===== src/rtl/gpio_debounce_irq_if.sv =====
// Signal bundle between raw board pins / core GPIO ports and the input conditioner.
interface gpio_debounce_irq_if #(
  parameter int N_CH = 4
);
  logic [N_CH-1:0] in_raw;
  logic [N_CH-1:0] irq_mask;
  logic [N_CH-1:0] irq_clear;
  logic [N_CH-1:0] level;
  logic [N_CH-1:0] rise;
  logic [N_CH-1:0] fall;
  logic [N_CH-1:0] irq_pending;
  logic            irq;

  modport master (
    output in_raw, irq_mask, irq_clear,
    input  level, rise, fall, irq_pending, irq
  );

  modport slave (
    input  in_raw, irq_mask, irq_clear,
    output level, rise, fall, irq_pending, irq
  );
endinterface


===== src/rtl/gpio_debounce_irq.sv =====
// N-channel switch/key conditioner: synchroniser, polarity fix, counter debounce,
// edge pulses and sticky interrupt-pending flags with mask and clear.
module gpio_debounce_irq #(
  parameter int              N_CH            = 4,
  parameter int              DEBOUNCE_CYCLES = 500000,
  parameter logic [N_CH-1:0] INVERT          = '0,
  parameter logic [N_CH-1:0] IRQ_RISE        = '1,
  parameter logic [N_CH-1:0] IRQ_FALL        = '0
) (
  input  logic               clock,
  input  logic               reset,
  gpio_debounce_irq_if.slave bus
);

  localparam int              CNT_W    = $clog2(DEBOUNCE_CYCLES + 1);
  localparam logic [CNT_W-1:0] CNT_LAST = CNT_W'(DEBOUNCE_CYCLES - 1);
  localparam logic [CNT_W-1:0] CNT_ONE  = CNT_W'(1);

  logic [N_CH-1:0]            sync0_q, sync0_d;
  logic [N_CH-1:0]            sync1_q, sync1_d;
  logic [N_CH-1:0]            level_q, level_d;
  logic [N_CH-1:0]            rise_q, rise_d;
  logic [N_CH-1:0]            fall_q, fall_d;
  logic [N_CH-1:0]            pending_q, pending_d;
  logic                       irq_q, irq_d;
  logic [N_CH-1:0][CNT_W-1:0] cnt_q, cnt_d;
  logic [N_CH-1:0]            samp;
  logic [N_CH-1:0]            pend_set;

  assign samp = sync1_q ^ INVERT;

  // Pending sets in the same cycle as the accepted edge, so irq and the flag rise together.
  always_comb begin
    sync0_d  = bus.in_raw;
    sync1_d  = sync0_q;
    level_d  = level_q;
    rise_d   = '0;
    fall_d   = '0;
    cnt_d    = cnt_q;
    for (int i = 0; i < N_CH; i++) begin
      if (samp[i] == level_q[i]) begin
        cnt_d[i] = '0;
      end else if (cnt_q[i] == CNT_LAST) begin
        level_d[i] = samp[i];
        rise_d[i]  = samp[i];
        fall_d[i]  = ~samp[i];
        cnt_d[i]   = '0;
      end else begin
        cnt_d[i] = cnt_q[i] + CNT_ONE;
      end
    end
    pend_set  = (rise_d & IRQ_RISE) | (fall_d & IRQ_FALL);
    pending_d = pend_set | (pending_q & ~bus.irq_clear);
    irq_d     = |(pending_d & bus.irq_mask);
  end

  // Synchroniser resets to INVERT so the corrected sample starts at 0 and no edge follows reset.
  always_ff @(posedge clock or negedge reset) begin
    if (!reset) begin
      sync0_q   <= INVERT;
      sync1_q   <= INVERT;
      level_q   <= '0;
      rise_q    <= '0;
      fall_q    <= '0;
      pending_q <= '0;
      irq_q     <= 1'b0;
      cnt_q     <= '0;
    end else begin
      sync0_q   <= sync0_d;
      sync1_q   <= sync1_d;
      level_q   <= level_d;
      rise_q    <= rise_d;
      fall_q    <= fall_d;
      pending_q <= pending_d;
      irq_q     <= irq_d;
      cnt_q     <= cnt_d;
    end
  end

  assign bus.level       = level_q;
  assign bus.rise        = rise_q;
  assign bus.fall        = fall_q;
  assign bus.irq_pending = pending_q;
  assign bus.irq         = irq_q;

endmodule


===== src/flat_wrapper.sv =====
// flat-port wrapper written by rule: the top's interface ports become plain ports
module gpio_debounce_irq_flat 
#(
  parameter int              N_CH            = 4,
  parameter int              DEBOUNCE_CYCLES = 500000,
  parameter logic [N_CH-1:0] INVERT          = '0,
  parameter logic [N_CH-1:0] IRQ_RISE        = '1,
  parameter logic [N_CH-1:0] IRQ_FALL        = '0
)
  (clock, reset, bus_in_raw, bus_irq_mask, bus_irq_clear, bus_level, bus_rise, bus_fall, bus_irq_pending, bus_irq);
  gpio_debounce_irq_if #(.N_CH(N_CH)) bus_i ();
  input  logic clock;
  input  logic reset;
  input wire logic [$bits(bus_i.in_raw)-1:0] bus_in_raw;
  input wire logic [$bits(bus_i.irq_mask)-1:0] bus_irq_mask;
  input wire logic [$bits(bus_i.irq_clear)-1:0] bus_irq_clear;
  output wire logic [$bits(bus_i.level)-1:0] bus_level;
  output wire logic [$bits(bus_i.rise)-1:0] bus_rise;
  output wire logic [$bits(bus_i.fall)-1:0] bus_fall;
  output wire logic [$bits(bus_i.irq_pending)-1:0] bus_irq_pending;
  output wire logic [$bits(bus_i.irq)-1:0] bus_irq;
  assign bus_i.in_raw = bus_in_raw;
  assign bus_i.irq_mask = bus_irq_mask;
  assign bus_i.irq_clear = bus_irq_clear;
  assign bus_level = bus_i.level;
  assign bus_rise = bus_i.rise;
  assign bus_fall = bus_i.fall;
  assign bus_irq_pending = bus_i.irq_pending;
  assign bus_irq = bus_i.irq;
  gpio_debounce_irq #(.N_CH(N_CH), .DEBOUNCE_CYCLES(DEBOUNCE_CYCLES), .INVERT(INVERT), .IRQ_RISE(IRQ_RISE), .IRQ_FALL(IRQ_FALL)) u_core (.clock(clock), .reset(reset), .bus(bus_i));
endmodule

===== config.mk =====
export PLATFORM = sky130hd
export DESIGN_NAME = gpio_debounce_irq_flat
export DESIGN_NICKNAME = d
export VERILOG_FILES = /design/src/rtl/gpio_debounce_irq_if.sv /design/src/rtl/gpio_debounce_irq.sv /design/src/flat_wrapper.sv
export SDC_FILE = /design/constraint.sdc
export NUM_CORES = 1
export LEC_CHECK = 0
export CORE_UTILIZATION = 59
export CTS_CLUSTER_SIZE = 30
export DETAILED_ROUTE_END_ITERATION = 7
export PLACE_DENSITY = 0.8
export SKIP_CTS_REPAIR_TIMING = 1
export SLEW_MARGIN = 10
export SYNTH_ARGS = -nofsm -noshare
export SYNTH_HDL_FRONTEND = slang
export SYNTH_SLANG_ARGS = --single-unit

===== constraint.sdc =====
create_clock -name clock -period 2.05 [get_ports clock]
set_input_delay 0.615 -clock clock [delete_from_list [all_inputs] [get_ports clock]]
set_output_delay 0.615 -clock clock [all_outputs]
set_load 0.01 [all_outputs]

Word level (Yosys, flattened, before mapping) --
Index checks and enable logic that the tools add are counted.
Cells by class: add/sub/neg operators 4, equality and inequality tests 8, mux-type cells 24, bitwise operators 12, reductions and logical operators 5
Operators by type and width (number):
- $mux 19 | 8
- $add 19x1->19 const B | 4
- $eq 19x19->1 const B | 4
- $mux 1 | 16
- $and 4x4->4 | 2
- $not 1->1 | 8
- $reduce_and 2->1 | 4
- $eq 1x1->1 | 4
- $not 4->4 | 1
- $or 4x4->4 | 1
- $reduce_or 4->1 | 1
Storage, ports and cells: register bits 101, input bits 14, output and inout port bits 17

Longest topological paths before layout --
Gate-level depths: netlist of run 1.
depth after elaboration 6, depth in mapped cells 8, depth with buffers taken out 5

Least setup slack after synthesis of run 1 --
OpenSTA, ideal clock, no wires.
path kind register to register, start point reg u_core.cnt_q[57] (netlist bit), end point reg u_core.cnt_q[64] (netlist bit), setup time 0.071 ns, arrival time 1.689 ns, path slack 0.289 ns, stages on the path, launching flop included 9, path buffers 3, clock period less this slack 1.761 ns, cells stage by stage dfrtp_1 -> ha_1 -> and4_1 -> buf_2 -> and3_1 -> a22o_1 -> buf_2 -> buf_2 -> nor2_1
RTL lines:
- start, declared | RTL line gpio_debounce_irq.sv:26 | logic [N_CH-1:0][CNT_W-1:0] cnt_q, cnt_d;
- start signal, assigned | RTL line gpio_debounce_irq.sv:76 | cnt_q <= cnt_d;

Final worst setup path of run 1 --
start point reg u_core.level_q[0] (netlist: u_core.bus.level[0]), end point out bus_level[0]
RTL lines:
- start, declared | RTL line gpio_debounce_irq.sv:21 | logic [N_CH-1:0] level_q, level_d;
- start signal, assigned | RTL line gpio_debounce_irq.sv:71 | level_q <= level_d;
- end, declared | RTL line flat_wrapper.sv:17 | output wire logic [$bits(bus_i.level)-1:0] bus_level;
No word-level cell between the ends.

==> results of run 1 <==
==> layer usage <==
metal,share of wire,vias up
met5,0,-
met4,0.018,0
met3,0.040,16
met2,0.49,63
met1,0.45,1679
li1,-,1672
==> cells in the mapped netlist (all sizes together) <==
cell type and n:
and3 4, nand2 20, nor4 8, nor4bb 2
ha 4, o22ai 4, nand3b 4, nor4b 2
or4 8, o31ai 7, nor2b 4, xor2 38
nor2 72, nand2b 7, a21o 2, a31oi 1
a21bo 1, o21ai 7, nand4b 1, a32oi 1
nor3 3, nand4 24, dfrtp 101, a21oi 15
buf 12, o41ai 1, a22o 1, or3 8
inv 11, xnor2 18, and2 4, and4 16
and4b 1, clkbuf 1, mux2 4, nand3 30
nor3b 3
==> worst max path at each step <==
stage	from	to	slack, ns	cells past startpoint
2_1_floorplan	u_core.cnt_q[57]	u_core.cnt_q[64]	0.29	8
3_3_place_gp	u_core.cnt_q[38]	u_core.bus.level[2]	0.26	5
3_5_place_dp	u_core.cnt_q[38]	u_core.bus.level[2]	0.16	5
4_1_cts	u_core.bus.level[0]	bus_level[0]	0.03	1
5_1_grt	u_core.bus.level[0]	bus_level[0]	0.04	1
6_report	u_core.bus.level[0]	bus_level[0]	0.08	1
==> power by group through the flow <==
stage | logic [mW] | registers [mW] | clock network, mW
global route | 0.173 | 2.05 | 1.45
finish | 0.149 | 2.04 | 1.36
floorplan | 0.0658 | 2.08 | 0
CTS | 0.154 | 2.04 | 1.39
detailed placement | 0.154 | 2.08 | 0
global placement | 0.151 | 2.08 | 0
==> logic make-up after synthesis <==
kind of cell               share of synthesized area
xor gates and xnor gates                      0.1040
and+or+nand+nor                               0.2620
adders and majority gates                    0.01061
buffers and inverters                        0.02625
AOI/OAI and AO/OA                            0.05197
muxes                                       0.009546
DFF                                           0.5357
==> layout by cell type, fill, tap and decap left out, types with 2 or more instances in the layout <==
| master | netlist | routed |
|---|---|---|
| sky130_fd_sc_hd__dfrtp_1 | 101 | 100 |
| sky130_fd_sc_hd__nor2_1 | 72 | 72 |
| sky130_fd_sc_hd__xor2_1 | 38 | 38 |
| sky130_fd_sc_hd__clkdlybuf4s50_1 | 0 | 28 |
| sky130_fd_sc_hd__nand3_1 | 26 | 26 |
| sky130_fd_sc_hd__nand4_1 | 24 | 24 |
| sky130_fd_sc_hd__nand2_1 | 19 | 19 |
| sky130_fd_sc_hd__xnor2_1 | 18 | 18 |
| sky130_fd_sc_hd__and4_1 | 16 | 16 |
| sky130_fd_sc_hd__a21oi_1 | 15 | 15 |
| sky130_fd_sc_hd__buf_4 | 5 | 13 |
| sky130_fd_sc_hd__inv_1 | 11 | 11 |
| sky130_fd_sc_hd__clkbuf_8 | 0 | 9 |
| sky130_fd_sc_hd__or3_1 | 8 | 8 |
| sky130_fd_sc_hd__o31ai_1 | 7 | 7 |
| sky130_fd_sc_hd__or4_1 | 7 | 7 |
| sky130_fd_sc_hd__o21ai_0 | 7 | 7 |
| sky130_fd_sc_hd__nand2b_1 | 7 | 7 |
| sky130_fd_sc_hd__nor4_1 | 6 | 6 |
| sky130_fd_sc_hd__nand3_2 | 4 | 4 |
| sky130_fd_sc_hd__and3_1 | 4 | 4 |
| sky130_fd_sc_hd__and2_1 | 4 | 4 |
| sky130_fd_sc_hd__nor2b_1 | 4 | 4 |
| sky130_fd_sc_hd__o22ai_1 | 4 | 4 |
| sky130_fd_sc_hd__nand3b_1 | 4 | 4 |
| sky130_fd_sc_hd__ha_1 | 4 | 4 |
| sky130_fd_sc_hd__inv_6 | 0 | 4 |
| sky130_fd_sc_hd__nor3_1 | 3 | 3 |
| sky130_fd_sc_hd__nor3b_1 | 3 | 3 |
| sky130_fd_sc_hd__mux2_2 | 3 | 3 |
| sky130_fd_sc_hd__nor4b_1 | 2 | 2 |
| sky130_fd_sc_hd__nor4bb_1 | 2 | 2 |
| sky130_fd_sc_hd__a21o_1 | 2 | 2 |
| sky130_fd_sc_hd__clkinv_8 | 0 | 2 |
==> state kept, by name, summed over array words and instances (netlist names) <==
signal                  flops
u_core.cnt_q               76
u_core.bus.fall             4
u_core.bus.irq_pending      4
u_core.bus.level            4
u_core.bus.rise             4
u_core.samp                 4
u_core.sync0_q              4
u_core.bus.irq              1
==> layout make-up <==
class                   instances  share of cell area
repair buffers                 43             0.07605
clock buffers                   9             0.02295
flip-flops and latches        101              0.4686
inverters                      11            0.007651
clock inverters                 7             0.01808
well taps                     102             0.02365
multi-input cells             325              0.3830
==> stage by stage <==
stage,util,worst slack (ns)
after floorplan,-,0.2891
after global placement,0.6692,0.2638
after detailed placement,0.6692,0.1633
after CTS,0.6979,0.02595
after global routing,0.6983,0.03685
final,0.6983,0.07723
==> metrics list, run 1 <==
- The repair_antennas step left the layout with diodes totalling 0.
- Required time worst endpoint: 1.43 ns
- At the end of the flow, the number of nets in the layout was 509.
- Of the total power, the share spent switching nets is 0.2452.
- The min-delay analysis places its worst path in the category input pin to asynchronous set/reset pin.
- CTS clock-pin slew for the worst setup and hold paths: 0.11 ns
- Setup violations remaining at the end of the flow were counted as 0.
* Number of cells in the finished layout apart from fillers: 598
* Pre-antenna DRT Iters: 4
- In this run the tightest slew margin relative to its limit is 0.6243.
* Final hold violations: 0
* Worst reg-to-reg path cell count: 5
* Maximum capacitance violations: 0
* Placed Instance Area: 5171 µm²
* Power share of the sequential group: 0.575
- STA classifies the critical path startpoint as a flop.
- Input and output buffers added on the ports amount to 30.
* Core footprint: 7727 µm²
- The number of slew-limit violations in the final report was 0.
* Total negative slack: 0 ns
* First-iteration detailed-routing DRC count: 193
* Number of nets produced by synthesis: 468
* Buffer cell driving the clock tree root: sky130_fd_sc_hd__clkbuf_8
- FF-to-FF Start: u_core.cnt_q[38]
- Setup repair after global routing left no endpoint under its margin.
- The area growth from synthesis to layout is 14.37%.
* Count of state elements after synthesis: 101
- Via-per-instance ratio: 5.736
- The count of nets left with antenna violations once routing finished came out at 0.
- At the pin with the least slew margin, the transition time is 0.5636 ns.
- Worst Path Max Fanout: 6
- Power density normalized to cell area: 658.1 nW/µm²
- For met1 alone, demand over resource in global routing was 0.3023.
- Including well taps, the total number of placed cells is 582.
- Deepest clock path buffer count: 2
- Fillers: 539
* HPWL after detailed placement: 6290 µm
* Reg-to-reg critical path endpoint: u_core.bus.level[2]
* Level count of the clock H-tree: 3
- Proportion of netlist area held by the largest area contributor: 0.5357
- Area used by multi-input combinational logic: 2067 µm²
- In the final layout, the share of cells above drive strength 1 is 0.08468.
- Number of warnings printed during yosys synthesis: 0
* CP Cell Sequence: clkdlybuf4s50_1
- Yosys attributes the largest share of cell area to sky130_fd_sc_hd__dfrtp_1 (54%), sky130_fd_sc_hd__xor2_1 (7.1%), sky130_fd_sc_hd__nor2_1 (5.7%), sky130_fd_sc_hd__xnor2_1 (3.3%), sky130_fd_sc_hd__nand4_1 (3.2%).
- In this run the mean area of a mapped cell was 10.49 µm².
- Global route overflow: 0
- Most heavily used metal layer in global routing: met2
- Counting the buffers created by CTS gives 9.
- The share of total power dissipated in combinational logic is 0.042.
- Clock latency on the worst-skew pair, taken at its later pin, is 0.37 ns.
* Overall via count from detail_route: 3430
- With fillers left out, the area of the finished cells amounts to 5396 µm².
- For met3 alone, demand over resource in global routing was 0.04439.
* Register cell area after layout: 2529 µm²
- Tmin final: 1.973 ns
* Unique masters post-synth: 45
- Count of buffering cells on the critical path with inverters included: 1
- Hold slack: 0.2370 ns
* Fin crit share: 0.9623
- Between clock sinks in the finished design, the worst skew comes to 0.01155 ns.
- Net Switching: 871.0 µW
- Clock Sink Count: 101
* Initial core utilization: 0.6106
- From left edge to right edge, the die measures 91.43 µm.
- Number of rows created at floorplan: 32
* Height of the die: 91.43 µm
* Remaining design rule violation count: 0
* Cell leakage power: 2.306 nW
- Library cell with the largest summed area after synthesis: sky130_fd_sc_hd__dfrtp_1
- Based on the critical path, the design can be clocked at up to 506.9 MHz.
- Cell with the largest stage delay on the worst path: sky130_fd_sc_hd__clkdlybuf4s50_1
* Vias in the first global route: 3398
- The internal portion of the total power is 2.681 mW.
* Critical path capture point type: output port
- The completed layout was analyzed and its total power is 3.552 mW.
- The initial antenna violation count came to 0.
- Worst-case vdd ir drop: 0.5758 mV
- The worst setup path is of the flop to output port kind.
- The share of total power dissipated in the clock network is 0.383.
- Dividing the detail-routed wire length by the instance count gives 14.93 µm.
- For met2 alone, demand over resource in global routing was 0.3860.
* Run status: complete, no violations
- After synthesis the cells add up to 4718 µm².
- In the synthesized netlist, the number of instances is 450.
* Sequential area share after synthesis: 0.5357
* Detailed-route wire length: 8927 µm
- Delay of the slowest critical-path stage: 0.56 ns
- Entering global routing, the biggest net connects 102 pins.
* GPL Wtd Cong: 0.8478
* Arrival time of the worst setup path: 1.36 ns
- TritonCTS clock tree: yes
- The first global-routing pass estimated 15280 µm of wire.
- DIE AREA: 8359 µm²
- Crit path max-delay family: buffers and inverters
- Overall global routing resource usage: 0.2321
- Worst R2R Setup Slack: 0.15 ns
- I/O pins: 31
Power figures use the tool's default switching activity.
==> run 2: changes to the inputs <==
CORE_ASPECT_RATIO = 0.5   (was not set)
SKIP_LAST_GASP = 1   (was not set)
clock period = 2.1 ns   (was 2.05 ns; I/O delays follow)
==> metrics list, run 2 (synthesis gave the netlist of run 1 again) <==
- Largest reg by FF count: u_core.cnt_q
- Using the TritonRoute via totals, the vias-per-cell ratio works out to 5.636.
* Normalized max-slew margin: 0.5842
* Critical path capture point type: output port
- For this configuration, the core starts out at a cell density of 0.6256.
* Buffer cell driving the clock tree root: sky130_fd_sc_hd__clkbuf_16
- Cell with the largest stage delay on the worst path: sky130_fd_sc_hd__clkdlybuf4s50_1
- Number of buffers created by CTS: 9
- STA puts the critical path data required time at 1.47 ns.
* Run status: complete, no violations
- During I/O placement, the number of pins put on the boundary was 31.
* CP Launch Type: flop
* CTS clock-pin slew for the worst setup and hold paths: 0.06 ns
- Leading cell types in the layout, fill and taps excluded: sky130_fd_sc_hd__dfrtp_1 (101), sky130_fd_sc_hd__nor2_1 (72), sky130_fd_sc_hd__xor2_1 (38)
- After the last flow step, the layout net total stands at 508.
* Smallest setup slack after layout: 0.1478 ns
* Cell leakage power: 2.303 nW
- VDD sags by at most 0.4303 mV.
- Clock insertion delay at the later pin of the skew report: 0.34 ns
* Overall via count from detail_route: 3376
- Pin count of the biggest net entering global routing: 42
* Crit path max-delay family: buffers and inverters
- First-iteration detailed-routing DRC count: 301
- At the worst endpoint, the arrival time is 1.32 ns.
- The via count of the first global-routing pass is 3367.
* DP Worst Slack: 0.1939 ns
- Largest register FFs: 76
* Detailed-route wire length: 9004 µm
* Core footprint: 7542 µm²
* Pre-antenna DRT Iters: 4
- Summed over all nets, the half-perimeter wirelength after detailed placement is 6260 µm.
- The count of cells in the finished layout, fillers not included, comes to 599.
- The critical path in this run is classified as flop to output port.
- Maximum achievable frequency: 512.2 MHz
- End-of-flow core utilization: 0.7220
- Power density normalized to cell area: 662.7 nW/µm²
- The die is 128.5 µm wide.
* Remaining antenna violation count after routing: 0
- Setup repair after global routing left no endpoint under its margin.
- Remaining design rule violation count: 0
- Tmin final: 1.952 ns
- Worst hold path type: input pin to asynchronous set/reset pin
* Clock Sink Count: 101
- Level count of the clock H-tree: 3
* Synth-to-layout area growth: 15.41%
* Overall global routing resource usage: 0.2475
- No sink is reached through more buffers than the 2 on the longest clock path.
- Clock Skew: 0.006251 ns
- Adding up every negative setup slack in the final design gives 0 ns.
- Of the cells placed in the final design, the portion with a size suffix greater than 1 is 0.07332.
* Most common cell after layout, fill and taps aside: sky130_fd_sc_hd__dfrtp_1
- For this run the aggregate overflow at the end of global routing stands at 0.
* Worst Path Max Fanout: 5
- Maximum capacitance violations: 0
* Height of the die: 65.24 µm
- Of the available clock period, the critical path in the final layout requires 0.9296.
* Number of rows created at floorplan: 22
- Antenna violations before repair: 0
* Count of buffering cells on the critical path with inverters included: 1
* GPL Wtd Cong: 0.9277
* Number of diodes: 0
- The first global-routing pass estimated 15880 µm of wire.
- The number of slew-limit violations in the final report came to 0.
* Average routed wire per standard cell: 15.03 µm
- TritonCTS built the clock tree.
- Hold timing on the final database bottoms out at a slack of 0.2108 ns.
- At the pin with the least slew margin, the transition time is 0.6151 ns.
* CP Cell Sequence: clkdlybuf4s50_1
* DIE AREA: 8380 µm²
- On the worst path, the slowest cell contributes a delay of 0.58 ns.
* # placed instances: 587
* Total setup violations reported at the end of the flow: 0
* Final hold violations: 0
- Port bufs: 30
==> run 2: cell count changes in the layout (fill, tap and decap cells not counted), moves of 2 or more <==
cell and delta:
sky130_fd_sc_hd__clkbuf_8 -8, sky130_fd_sc_hd__inv_6 -4, sky130_fd_sc_hd__clkbuf_16 +9, sky130_fd_sc_hd__buf_4 -2, sky130_fd_sc_hd__clkinv_8 -2
==> run 2: area by class of cell <==
cell class              count  area [µm²]
flip-flops and latches    101        2527
fillers                   578        2097
multi-input cells         325        2076
repair buffers             42       412.9
clock buffers              10       239.0
well taps                 108       135.1
inverters                  11       41.29
clock inverters             2       13.76
==> run 2: path summary, 6_finish.rpt <==
| kind | from | endpoint | slack [ns] | cells after the start |
|---|---|---|---|---|
| worst max-delay path | u_core.bus.level[1] | bus_level[1] | 0.15 | 1 |
| worst min-delay path | reset | u_core.cnt_q[21] | 0.21 | 1 |
| worst max register to register | u_core.cnt_q[38] | u_core.bus.level[2] | 0.20 | 5 |
| worst min register to register | u_core.sync0_q[0] | u_core.samp[0] | 0.35 | 0 |
| max in group asynchronous | reset | u_core.bus.rise[1] | 1.35 | 2 |
| min in group clock | u_core.sync0_q[0] | u_core.samp[0] | 0.35 | 0 |
==> run 2: report_power, final <==
| group | switching (mW) | internal (mW) | total, mW |
|---|---|---|---|
| clock | 0.654 | 0.808 | 1.46 |
| combinational | 0.0884 | 0.0615 | 0.150 |
| sequential | 0.0245 | 1.97 | 2.00 |
==> run 2: per-layer routing <==
layer | track usage | part of all wire | vias to the layer above
met3 | 0.06270 | 0.036 | 10
met5 | 0 | 0 | -
met2 | 0.3838 | 0.46 | 53
met1 | 0.3431 | 0.49 | 1639
li1 | - | - | 1674
met4 | 0.08235 | 0.010 | 0
==> run 2: metrics by stage <==
step | area, µm² | total power, mW
global route | 5445 | 3.736
CTS | 5436 | 3.651
global placement | 5184 | 2.180
floorplan | 4718 | 2.092
finish | 5445 | 3.609
detailed placement | 5184 | 2.186
==> run 3: changes to the inputs <==
CORE_UTILIZATION = 60   (was 59)
PLACE_DENSITY = 0.81   (was 0.8)
clock period = 2.3 ns   (was 2.1 ns; I/O delays follow)
==> metrics list, run 3 (synthesis gave the netlist of run 1 again) <==
- TritonCTS clock tree: yes
* Final Power: 3.368 mW
* Total setup violations reported at the end of the flow: 0
- First-iteration detailed-routing DRC count: 206
- Port bufs: 30
- The floorplan step set the die height to 64.71 µm.
* Overall global routing resource usage: 0.2423
* Arrival time of the worst setup path: 1.35 ns
* Vias in the first global route: 3145
* Number of cells in the finished layout apart from fillers: 598
- Chip width: 127.4 µm
- In this run the tightest slew margin relative to its limit is 0.6346.
* GPL Wtd Cong: 0.8116
- In the final layout, the share of cells above drive strength 1 is 0.07143.
- After routing the design area is 5410 µm².
- In the final routed layout, each cell accounts on average for 15.09 µm.
- After detailed placement, the design holds a cell count of 582.
- For the finished layout, the period the worst path requires is 2.045 ns.
- Power density normalized to cell area: 622.6 nW/µm²
* Core footprint: 7460 µm²
- Measured in cells, the most critical reg-to-reg path has a length of 5.
* Remaining antenna violation count after routing: 0
- Placed Instance Area: 5134 µm²
- Setup repair after global routing missed its margin: no
- In this run the count of I/O pins placed on the die edge is 31.
- Along the worst path, the maximum fanout reaches 6.
- HPWL after detailed placement: 6259 µm
- The worst setup path is captured at an output port.
* Number of diodes: 0
- The run finished with clean final reports.
* Antenna violations before repair: 0
- Maximum capacitance violations: 0
* Least-Margin Pin Slew: 0.5432 ns
* Clock insertion delay at the later pin of the skew report: 0.35 ns
* First-pass GRT wire length: 15080 µm
- Buffers inserted during clock tree synthesis total 9.
* Number of rows created at floorplan: 22
- Maximum achievable frequency: 489.0 MHz
- Among cell families on the critical path, the largest total delay comes from buffers and inverters.
* Synth-to-layout area growth: 14.66%
- Clock Skew: 0.008011 ns
- Leading cell types in the layout, fill and taps excluded: sky130_fd_sc_hd__dfrtp_1 (101), sky130_fd_sc_hd__nor2_1 (72), sky130_fd_sc_hd__xor2_1 (38)
- OpenSTA, run right after detailed placement, puts the worst setup slack at 0.3909 ns.
- At the worst endpoint, the required time is 1.61 ns.
- Final hold violations: 0
- Most common cell after layout, fill and taps aside: sky130_fd_sc_hd__dfrtp_1
- The min-delay analysis places its worst path in the category input pin to asynchronous set/reset pin.
- In this run the register-to-register setup slack is 0.35 ns.
- Setup total negative slack on the finished layout was measured at 0 ns.
- In this run the number of H-tree levels came out at 3.
- Largest register FFs: 76
- The critical path is of the flop to output port type.
- Dividing the detail-routed via count by the number of cells gives 5.664.
* CTS clock-pin slew for the worst setup and hold paths: 0.07 ns
* Overall via count from detail_route: 3387
* Cell leakage power: 2.288 nW
- FF-to-FF Start: u_core.cnt_q[38]
- The number of slew-limit violations in the final report was 0.
- The root buffer cell chosen for the clock tree is sky130_fd_sc_hd__clkbuf_16.
* Number of gates on the worst path with buffers counted: 1
- Smallest setup slack after layout: 0.2551 ns
- The worst setup path is launched from a flop.
- The clock drives 101 sinks.
- The register with the most flip-flops in the final layout is u_core.cnt_q.
- The worst register-to-register path ends at u_core.bus.level[2].
* Count of buffering cells on the critical path with inverters included: 1
* Deepest clock path buffer count: 2
- Entering global routing, the biggest net connects 38 pins.
- Worst-case vdd ir drop: 0.4649 mV
- Traced cell by cell, the critical path runs through clkdlybuf4s50_1.
- DIE AREA: 8244 µm²
- For this run, the detailed router's first-pass iteration total came to 5.
* Detailed-route wire length: 9026 µm
- Delay of the slowest critical-path stage: 0.57 ns
* Global route overflow: 0
- Remaining design rule violation count: 0
- On the critical path, the stage with the largest delay is an instance of sky130_fd_sc_hd__clkdlybuf4s50_1.
- Fin crit share: 0.8891
- The initial utilization of the core area, before any placement, comes to 0.6325.
- After the last flow step, the layout net total stands at 503.
## run 3: cell types whose count changed in the layout (fill, tap and decap cells not counted), sizes merged
cell	change
buf	-5
clkinv	+3
inv	+1
## run 3: area by class of cell
cell class	count	area (µm²)
sequential	101	2527
multi-input combinational	325	2067
fill	528	2049
timing repair buffer	37	362.8
clock buffer	10	239.0
tap	108	135.1
inverter	11	41.29
clock inverter	6	37.54
## run 3: per-layer routing
layer | part of all wire | track usage | up-vias
met4 | 0.015 | 0.08929 | 0
met3 | 0.038 | 0.07102 | 14
met5 | 0 | 0 | -
met2 | 0.46 | 0.3634 | 56
li1 | - | - | 1665
met1 | 0.49 | 0.3370 | 1652
## run 3: worst max path at each step
stage,slack (ns),start,end
finish,0.26,u_core.bus.level[0],bus_level[0]
global route,0.20,u_core.bus.level[0],bus_level[0]
CTS,0.25,u_core.bus.level[0],bus_level[0]
detailed placement,0.39,u_core.cnt_q[38],u_core.bus.level[2]
global placement,0.41,u_core.cnt_q[38],u_core.bus.level[2]
floorplan,0.54,u_core.cnt_q[57],u_core.cnt_q[64]
## run 3: metrics by stage
stage / util / hold WS (ns)
2_1_floorplan: - / 0.3312
6_report: 0.7253 / 0.2693
5_1_grt: 0.7253 / 0.2761
3_5_place_dp: 0.6882 / 0.3364
4_1_cts: 0.7253 / 0.2717
3_3_place_gp: 0.6882 / 0.3353
## run 3: where the power goes
part           switching [mW]  internal [mW]
clock                   0.651          0.761
sequential             0.0229           1.80
combinational          0.0806         0.0529
